### config.mk
export PLATFORM = sky130hd
export DESIGN_NAME = compress_wr_arbiter
export DESIGN_NICKNAME = d
export VERILOG_FILES = /design/src/rtl/compress_wr_arbiter.sv
export SDC_FILE = /design/constraint.sdc
export NUM_CORES = 1
export LEC_CHECK = 0
export ABC_AREA = 1
export BUFFER_PORTS_ARGS = -buffer_cell sky130_fd_sc_hd__buf_2
export CAP_MARGIN = 20
export CELL_PAD_IN_SITES_DETAIL_PLACEMENT = 1
export CELL_PAD_IN_SITES_GLOBAL_PLACEMENT = 1
export CORE_ASPECT_RATIO = 1.1
export CORE_MARGIN = 5
export CORE_UTILIZATION = 34
export CTS_BUF_LIST = sky130_fd_sc_hd__clkbuf_16
export DETAILED_ROUTE_END_ITERATION = 8
export PLACE_DENSITY = 0.83
export SLEW_MARGIN = 15
export SYNTH_ARGS = -nofsm -noshare
export SYNTH_HDL_FRONTEND = slang
export SYNTH_SLANG_ARGS = --single-unit
### constraint.sdc
create_clock -name clk -period 7.58 [get_ports clk]
set_input_delay 0.379 -clock clk [delete_from_list [all_inputs] [get_ports clk]]
set_output_delay 0.379 -clock clk [all_outputs]
set_load 0.005 [all_outputs]
### src/rtl/compress_wr_arbiter.sv
// compress_wr_arbiter
//   Shares one registered memory write port between NUM_CH compressor lanes.
//   Requesting lanes are granted round-robin starting at rr_ptr; the granted
//   lane's word is registered onto the write port at that lane's next
//   sequential address (base + words granted so far). Once every lane reports
//   ch_last, no lane is requesting and the output slot is empty, the block
//   moves to DONE and stays there until the next cfg_start.
//
// Ports
//   clk, rst        clock; asynchronous active-high reset
//   cfg_start       load bases, clear counters, enter RUN (ignored in RUN)
//   cfg_base_addr   per-lane base address, lane i at [i*ADDR_W +: ADDR_W]
//   ch_req/ch_data  lane write requests and words (held until acked)
//   ch_last         per-lane "no more words" level
//   ch_ack          combinational one-hot grant back to the lanes
//   wr_en/addr/data registered write port, accepted when wr_en && wr_ready
//   wr_ready        memory side accept
//   ch_word_cnt     per-lane words granted since the last cfg_start
//   busy, done      state == RUN, state == DONE
module compress_wr_arbiter #(
  parameter int NUM_CH = 4,
  parameter int ADDR_W = 16,
  parameter int DATA_W = 64
) (
  input  logic                     clk,
  input  logic                     rst,
  input  logic                     cfg_start,
  input  logic [NUM_CH*ADDR_W-1:0] cfg_base_addr,
  input  logic [NUM_CH-1:0]        ch_req,
  input  logic [NUM_CH*DATA_W-1:0] ch_data,
  input  logic [NUM_CH-1:0]        ch_last,
  output logic [NUM_CH-1:0]        ch_ack,
  output logic                     wr_en,
  output logic [ADDR_W-1:0]        wr_addr,
  output logic [DATA_W-1:0]        wr_data,
  input  logic                     wr_ready,
  output logic [NUM_CH*ADDR_W-1:0] ch_word_cnt,
  output logic                     busy,
  output logic                     done
);

  localparam int PTR_W = (NUM_CH > 1) ? $clog2(NUM_CH) : 1;

  typedef enum logic [1:0] {IDLE, RUN, DONE} state_t;

  state_t                         state_q, state_d;
  logic [PTR_W-1:0]               rr_ptr_q, rr_next;
  logic [PTR_W-1:0]               grant_idx;
  logic                           any_req;
  logic                           grant_valid;
  logic                           slot_free;
  logic                           cfg_accept;
  logic                           drain_ok;
  logic [DATA_W-1:0]              grant_data;
  logic [NUM_CH-1:0][ADDR_W-1:0]  base_q;
  logic [NUM_CH-1:0][ADDR_W-1:0]  cnt_q;

  // The output register can take a new word when empty or being drained now.
  assign slot_free   = !wr_en || wr_ready;
  assign cfg_accept  = cfg_start && (state_q != RUN);
  assign drain_ok    = (&ch_last) && !(|ch_req) && !wr_en;
  assign grant_valid = (state_q == RUN) && slot_free && any_req;
  assign grant_data  = ch_data[int'(grant_idx)*DATA_W +: DATA_W];

  assign ch_word_cnt = cnt_q;
  assign busy        = (state_q == RUN);
  assign done        = (state_q == DONE);

  // Rotating-priority search: lanes rr_ptr, rr_ptr+1, ... wrapping at NUM_CH.
  always_comb begin : grant_search
    logic [PTR_W:0] cand;
    logic           found;
    // NOTE: every variable gets a default before any conditional assignment,
    // otherwise the paths that skip it would infer a latch.
    cand      = '0;
    found     = 1'b0;
    grant_idx = rr_ptr_q;
    for (int i = 0; i < NUM_CH; i++) begin
      cand = {1'b0, rr_ptr_q} + (PTR_W+1)'(i);
      if (cand >= (PTR_W+1)'(NUM_CH)) cand = cand - (PTR_W+1)'(NUM_CH);
      if (!found && ch_req[cand[PTR_W-1:0]]) begin
        grant_idx = cand[PTR_W-1:0];
        found     = 1'b1;
      end
    end
    any_req = found;
  end

  // Pointer moves to the lane after the winner so it has lowest priority next.
  always_comb begin : rr_advance
    logic [PTR_W:0] nxt;
    nxt = {1'b0, grant_idx} + (PTR_W+1)'(1);
    if (nxt >= (PTR_W+1)'(NUM_CH)) nxt = '0;
    rr_next = nxt[PTR_W-1:0];
  end

  always_comb begin
    ch_ack = '0;
    if (grant_valid) ch_ack[grant_idx] = 1'b1;
  end

  always_comb begin
    state_d = state_q;
    case (state_q)
      IDLE:    if (cfg_start) state_d = RUN;
      RUN:     if (drain_ok)  state_d = DONE;
      DONE:    if (cfg_start) state_d = RUN;
      default: state_d = IDLE;
    endcase
  end

  // NOTE: sequential state uses non-blocking assignments so every register
  // samples pre-edge values regardless of statement order.
  always_ff @(posedge clk or posedge rst) begin
    if (rst) state_q <= IDLE;
    else     state_q <= state_d;
  end

  // NOTE: the base and counter arrays are reset explicitly because their
  // values are architecturally visible (ch_word_cnt) straight out of reset.
  always_ff @(posedge clk or posedge rst) begin
    if (rst) begin
      base_q   <= '0;
      cnt_q    <= '0;
      rr_ptr_q <= '0;
      wr_en    <= 1'b0;
      wr_addr  <= '0;
      wr_data  <= '0;
    end else begin
      if (cfg_accept) begin
        base_q   <= cfg_base_addr;
        cnt_q    <= '0;
        rr_ptr_q <= '0;
      end
      if (grant_valid) begin
        wr_en            <= 1'b1;
        wr_data          <= grant_data;
        wr_addr          <= base_q[grant_idx] + cnt_q[grant_idx];
        cnt_q[grant_idx] <= cnt_q[grant_idx] + ADDR_W'(1);
        rr_ptr_q         <= rr_next;
      end else if (wr_ready) begin
        wr_en <= 1'b0;
      end
    end
  end

endmodule

==> flow_summary.toml, run 1 <==
[clock_network]
cts.sinks = 213
ctsRootBufferMaster = "clkbuf_16"
clk_pin_slew_ps = 60
clock_latency_ps = 550
cts_setup_buffers = 0
cts_resized = 0
clk_path_buf_depth = 3
numCtsBuffers = 26
cts_max_level = 1
cts_tree = "yes"

[setup_path]
cpMaxStageDelayCell = "buf_4"
cpMostUsedCell = "nand2_1"
timing.rr.end = "wr_addr[13]$_DFFE_PP0P_"
r2r_cells = 24
end_kind = "register"
path_class = "register to register"
r2r_setup_slack_ps = 2090
worstPathRequired_ps = 8050
r2r-start = "rr_ptr_q[0]$_DFFE_PP0P_"
critical_path_peak_fanout = 95
cp.arrival_ps = 5960
start_kind = "register"
path_cells = "inv_2, nand2_1, nand2_1, nand2_1, nand2_2, nor2_4, nand4_2, nand2_4, buf_4, a21oi_1, a32o_1, inv_1, ha_1, nand3_1, nand2_1, nand3_1, nand2_1, nand3_1, nand2_1, a21oi_1, o21ai_0, a21boi_0, or2_2, a31oi_1"
slowest_delay_ps = 740

[placement]
globalplace.congestion = 0.955
io_buffers = 482
dp_hpwl_um = 41700
pre_cts_ws_ps = 2170

[sta]
rsz0062_at_grt = "no"
setup_ws_ps = 2090
fin_worst_skew_ps = 17.4
finalCritPeriodShare = 0.724
tightest_slew_ps = 912
fmax_ghz = 0.182
slew_violations = 0
hold_violations = 0
period_minus_slack_ps = 5490
setup_violations = 0
slew_headroom = 0.392
setup_tns_ps = 0

[synth]
syn_area_per_cell_um2 = 6.96
synth_ff_type = "dfrtp_1"
syn_nets = 2153
syn_inst = 1802
synth_cell_types = 44
syn-cell-area_um2 = 12500
ys_warn_count = 0
async_reset_ff_frac = 1.00
ys_seq_area_frac = 0.425
synth_seq_cells = 213
synth-edff-count = 0

[hold_path]
min-delay-start = "cfg_base_addr[46]"
hold_path.class = "input pin to register"
min_to = "base_q[46]$_DFFE_PP0P_"
min_path_cells = 3

[routing]
drc_errors = 0
routed_wl_um = 56300
avgViaCountPerCell = 5.18
routed-via-count = 14181
ant_nets = 0
drtIter0Drc = 913
drt_first_pass_iters = 5
routedWlPerCell_um = 20.6

[outcome]
outcome = "complete, no violations"

[final_layout]
drive_gt1_frac = 0.262
syn_to_final_growth_pct = 29.4
nets = 2569
fillCellCount = 4799

[grt]
grt_use_total = 0.260
grt_max_degree = 107
grt_pass1_vias = 14568
antenna_found_initial = 11
grt_pass1_wl_um = 83700
overflow = 0

[power]
powerDensity_nw_per_um2 = 635
vdd_ir_drop_max_uv = 289
p_leak_nw = 8.55

[die]
initial_utilization = 0.346
rows = 73
die_w_um = 193
die_area_um2 = 40800
io_pins = 483
coreArea_um2 = 36300
fp.dieH_um = 211

[flow_run]
drv_cap = 0
[cell usage in the layout (no fill, tap or decap), drive strengths merged]
master       count
a21boi           1
a21o             1
a21oi           33
a31oi           67
a32o            14
buf            498
bufinv           6
clkbuf          27
clkinv          11
clkinvlp         4
dfrtp          213
diode           11
dlygate4sd3      1
fa               1
ha              18
inv            106
nand2          507
nand3          158
nand3b           4
nand4            7
nor2           354
nor3             1
o2111ai          1
o211ai           2
o21a             1
o21ai          185
o221ai           1
o22ai            1
o31ai            1
or2              5
xnor2            5
xor2             4
[registers in the layout, indices dropped and copies added, names as in the netlist]
signal,cells
base_q,64
ch_word_cnt,64
rr_ptr_q,2
state_q,2
wr_addr,16
wr_data,64
wr_en,1
[Yosys cell counts, types with 2 or more instances]
library cell  instances  share of area
o21ai_0             178          0.071
ha_1                 18          0.018
nand2_4               3         0.0027
nand4_4               2         0.0034
clkbuf_1             71          0.021
buf_1                 9         0.0027
inv_2                10         0.0030
xor2_1                3         0.0021
o21ai_1               7         0.0028
a21oi_1              33          0.013
or2_2                 4         0.0020
a32o_1               14          0.011
o211ai_1              2         0.0012
a31oi_1              67          0.033
nor2_2                5         0.0025
nand4_1               4         0.0020
nand2_2               8         0.0040
dfrtp_1             213           0.43
buf_6                 4         0.0036
inv_1                94          0.028
buf_2                21         0.0084
xnor2_1               5         0.0035
nand3_1             157          0.063
nor2_1              347           0.10
buf_4                 6         0.0036
nand3b_1              4         0.0024
nand2_1             496           0.15
[routing by layer]
metal	track usage	wire (um)	up-vias
li1	-	-	6701
met1	0.330	22700	6861
met2	0.429	26900	503
met3	0.0498	4200	116
met4	0.117	2440	0
met5	0	0	-
[where the power goes]
group	internal (mW)	total, mW	leakage (nW)	switching [mW]
sequential	1.66	1.99	2.64	0.338
combinational	2.16	6.92	5.45	4.76
clock	0.851	1.39	0.462	0.537
total	4.67	10.3	8.55	5.64
[worst max path at each step]
stage,from,endpoint,slack [ps],depth (start not counted)
finish,rr_ptr_q[0]$_DFFE_PP0P_,wr_addr[13]$_DFFE_PP0P_,2090,24
global route,rr_ptr_q[0]$_DFFE_PP0P_,wr_addr[13]$_DFFE_PP0P_,1570,24
CTS,rr_ptr_q[0]$_DFFE_PP0P_,wr_addr[13]$_DFFE_PP0P_,2130,24
detailed placement,rr_ptr_q[0]$_DFFE_PP0P_,wr_addr[13]$_DFFE_PP0P_,2170,24
global placement,rr_ptr_q[0]$_DFFE_PP0P_,wr_addr[14]$_DFFE_PP0P_,2390,23
floorplan,rst,base_q[0]$_DFFE_PP0P_,1380,1
[cells by family after synthesis]
logic type      share of synthesized area
compound gates                      0.137
xor+xnor                          0.00689
fa+ha+maj                          0.0196
buf+inv                            0.0715
flops                               0.425
simple gates                        0.340
[worst max-delay path, delay by kind of cell (launching register included)]
kind / cells / cell delay (ps)
AO/OA/AOI/OAI: 6 / 1120
adder cells (fa/ha/maj): 1 / 210
buffers and inverters: 3 / 1060
flip-flops: 1 / 660
AND/OR/NAND/NOR: 14 / 2320
[repair_timing]
item / CTS / global route
endpoints found under the setup margin: 0 / 0
endpoints found under the hold margin: 1 / 0
hold buffers: 1 / 0
[cell type report]
type / count / area [um^2] / share of cell area
multi-input combinational: 1372 / 6340 / 0.391
sequential: 213 / 5330 / 0.329
timing repair buffer: 499 / 2560 / 0.158
clock buffer: 27 / 676 / 0.0417
tap: 487 / 609 / 0.0376
inverter: 106 / 412 / 0.0254
clock inverter: 21 / 265 / 0.0164
antenna: 11 / 27.5 / 0.00170
[stage by stage]
stage / instance area, um^2 / hold slack (ps) / utilization / total power [mW] / instances
2_1_floorplan: 12500 / 437 / - / 6.62 / 1802
3_3_place_gp: 15200 / 453 / 0.419 / 8.54 / 2674
3_5_place_dp: 15200 / 459 / 0.419 / 8.82 / 2674
4_1_cts: 16200 / 12.5 / 0.446 / 10.3 / 2723
5_1_grt: 16200 / 39.1 / 0.447 / 11.2 / 2733
6_report: 16200 / 29.5 / 0.447 / 10.3 / 2736
Power figures use the tool's default switching activity.
==> run 2, diff against run 1 <==
--- a/config.mk
+++ b/config.mk
@@ -5,14 +5,14 @@
 export SDC_FILE = /design/constraint.sdc
 export NUM_CORES = 1
 export LEC_CHECK = 0
-export ABC_AREA = 1
+export ABC_AREA = 0
 export BUFFER_PORTS_ARGS = -buffer_cell sky130_fd_sc_hd__buf_2
 export CAP_MARGIN = 20
 export CELL_PAD_IN_SITES_DETAIL_PLACEMENT = 1
 export CELL_PAD_IN_SITES_GLOBAL_PLACEMENT = 1
 export CORE_ASPECT_RATIO = 1.1
 export CORE_MARGIN = 5
-export CORE_UTILIZATION = 34
+export CORE_UTILIZATION = 35
 export CTS_BUF_LIST = sky130_fd_sc_hd__clkbuf_16
 export DETAILED_ROUTE_END_ITERATION = 8
 export PLACE_DENSITY = 0.83
==> constraint.sdc (replaced) <==
create_clock -name clk -period 5.65 [get_ports clk]
set_input_delay 0.2825 -clock clk [delete_from_list [all_inputs] [get_ports clk]]
set_output_delay 0.2825 -clock clk [all_outputs]
set_load 0.005 [all_outputs]
==> run 2 against run 1 <==
Effect of this change:
- sequential share of layout area hardly changed
- worst setup slack worse by 1400 ps
- clock skew is 5.3 ps higher
- non-clock buffer count is 59 higher
- wire length is 1.0% lower
- critical endpoint unchanged
- largest cell class unchanged
- hold slack worse by 3.4 ps
- sequential power is 30% higher
- largest power group unchanged
- area after synthesis is 4.2% lower
- via count is 7.3% lower
- highest routed layer is now met5
- critical path depth is 9 lower
- clock power is 25% higher
- synthesized cell count is 17% lower
==> flow_summary.toml, run 2 <==
[power]
vdd_ir_drop_max_uv = 294
powerDensity_nw_per_um2 = 517
p_leak_nw = 8.43

[sta]
setup_tns_ps = 0
fmax_ghz = 0.202
slew_headroom = 0.242
period_minus_slack_ps = 4940
tightest_slew_ps = 1140
setup_ws_ps = 710
setup_violations = 0
hold_violations = 0
slew_violations = 0
rsz0062_at_grt = "no"
finalCritPeriodShare = 0.874
fin_worst_skew_ps = 22.7

[setup_path]
critical_path_peak_fanout = 66
end_kind = "register"
cp.arrival_ps = 5310
path_class = "register to register"
cp.depth = 15
slowest_delay_ps = 620
crit_family = "compound AO/OA/AOI/OAI gates"
cpMostUsedCell = "a2111oi_0"
worstPathRequired_ps = 6020
start_kind = "register"
path_buf_inv = 1
cpMaxStageDelayCell = "buf_4"
path_cells = "nor2b_1, a2111oi_0, or2_4, buf_4, nand2_1, a22oi_2, ha_1, a211oi_1, nor2_1, o31ai_1, a2111oi_0, or3_1, a21oi_1, xor2_1, o21ai_0"
r2r_cells = 15

[routing]
routed-via-count = 13144
drtIter0Drc = 803
drt_first_pass_iters = 5
routed_wl_um = 55700
ant_nets = 0
routedWlPerCell_um = 22.9
drc_errors = 0
avgViaCountPerCell = 5.40

[grt]
grt_pass1_vias = 13942
grt_max_degree = 100
grt_use_total = 0.278
overflow = 0
grt_pass1_wl_um = 84100
antenna_found_initial = 12

[synth]
yosys.area.top_type = "dfrtp_1"
synth_seq_cells = 213
syn-cell-area_um2 = 12000
ys_warn_count = 0
async_reset_ff_frac = 1.00
synth-edff-count = 0
synth_cell_types = 51
synth_top_area_frac = 0.444
yosys-top-cells-count = "nand2_1 (521), nand3_1 (266), dfrtp_1 (213)"
syn_inst = 1489
ys_seq_area_frac = 0.444
syn_area_per_cell_um2 = 8.07
synth_most_common_cell = "nand2_1"
synth_ff_type = "dfrtp_1"
ys_top_cells_by_area = "dfrtp_1 (44%), nand2_1 (16%), nand3_1 (11%), mux2_2 (6.0%), o21ai_0 (2.8%)"
syn_nets = 1840

[clock_network]
cts_tree = "yes"
numCtsBuffers = 25
cts_setup_buffers = 0
cts_resized = 0
ctsRootBufferMaster = "clkbuf_16"
holdBufCountCts = 55
clk_path_buf_depth = 3
clock_latency_ps = 540
clk_pin_slew_ps = 70
cts.sinks = 213
cts_max_level = 1

[die]
fp.dieH_um = 204
coreArea_um2 = 34000
io_pins = 483
rows = 71
die_area_um2 = 38100
die_w_um = 187
initial_utilization = 0.353

[final_layout]
utilization = 0.476
layout_commonest_cell = "nand2_1"
syn_to_final_growth_pct = 34.9
fin_cells = 2432
nets = 2318
layout_common_cells = "nand2_1 (520), buf_2 (482), nand3_1 (265)"
drive_gt1_frac = 0.320
fin_area_um2 = 16200

[placement]
globalplace.congestion = 0.976
dp.cells = 2322
dpl_cell_area_um2 = 14700
io_buffers = 482
pre_cts_ws_ps = 724
dp_hpwl_um = 40900

[hold_path]
min_path_cells = 2
hold_path.class = "input pin to register"

[flow_run]
drv_cap = 0

[outcome]
outcome = "complete, no violations"
==> run 2: layout make-up <==
class / instances / area, um^2
well taps: 438 / 548
flip-flops and latches: 213 / 5330
fillers: 4218 / 17800
clock inverters: 20 / 241
diodes: 9 / 22.5
multi-input cells: 1150 / 6210
clock buffers: 25 / 626
inverters: 19 / 81.3
repair buffers: 558 / 3150
==> run 2: path summary, 6_finish.rpt <==
kind,from,end,slack (ps)
worst max-delay path,rr_ptr_q[0]$_DFFE_PP0P_,wr_addr[13]$_DFFE_PP0P_,710
worst min-delay path,cfg_base_addr[22],base_q[22]$_DFFE_PP0P_,30
worst max register to register,rr_ptr_q[0]$_DFFE_PP0P_,wr_addr[13]$_DFFE_PP0P_,710
worst min register to register,wr_data[55]$_DFFE_PP0P_,wr_data[55]$_DFFE_PP0P_,470
max in group asynchronous,rst,ch_word_cnt[4]$_DFF_PP0_,4080
min in group asynchronous,rst,base_q[9]$_DFFE_PP0P_,300
==> run 2: layer usage <==
metal | track usage | vias to the layer above | wire [um] | part of all wire
met5 | 0 | - | 21 | 0.00038
met4 | 0.0908 | 4 | 1760 | 0.032
met3 | 0.0516 | 85 | 3930 | 0.070
met2 | 0.471 | 500 | 27400 | 0.49
met1 | 0.361 | 6539 | 22600 | 0.40
li1 | - | 6016 | - | -
==> run 2: power breakdown <==
part	switching (mW)	leakage [nW]	internal [mW]
Sequential	0.474	2.70	2.11
Combinational	2.54	5.30	1.52
Clock	0.700	0.432	1.04
==> run 2: kinds of logic after synthesis <==
| family | share of synthesized area |
|---|---|
| AO/OA/AOI/OAI | 0.0955 |
| XOR/XNOR | 0.0175 |
| adder cells (fa/ha/maj) | 0.0204 |
| buffers and inverters | 0.0424 |
| flip-flops | 0.444 |
| multiplexers | 0.0635 |
| AND/OR/NAND/NOR | 0.317 |
==> run 2: per-stage QoR <==
| step | power (mW) | hold WS (ps) |
|---|---|---|
| 2_1_floorplan | 4.93 | 433 |
| 3_3_place_gp | 6.41 | 284 |
| 3_5_place_dp | 6.58 | 289 |
| 4_1_cts | 8.39 | 0.768 |
| 5_1_grt | 8.95 | 3.55 |
| 6_report | 8.38 | 26.1 |
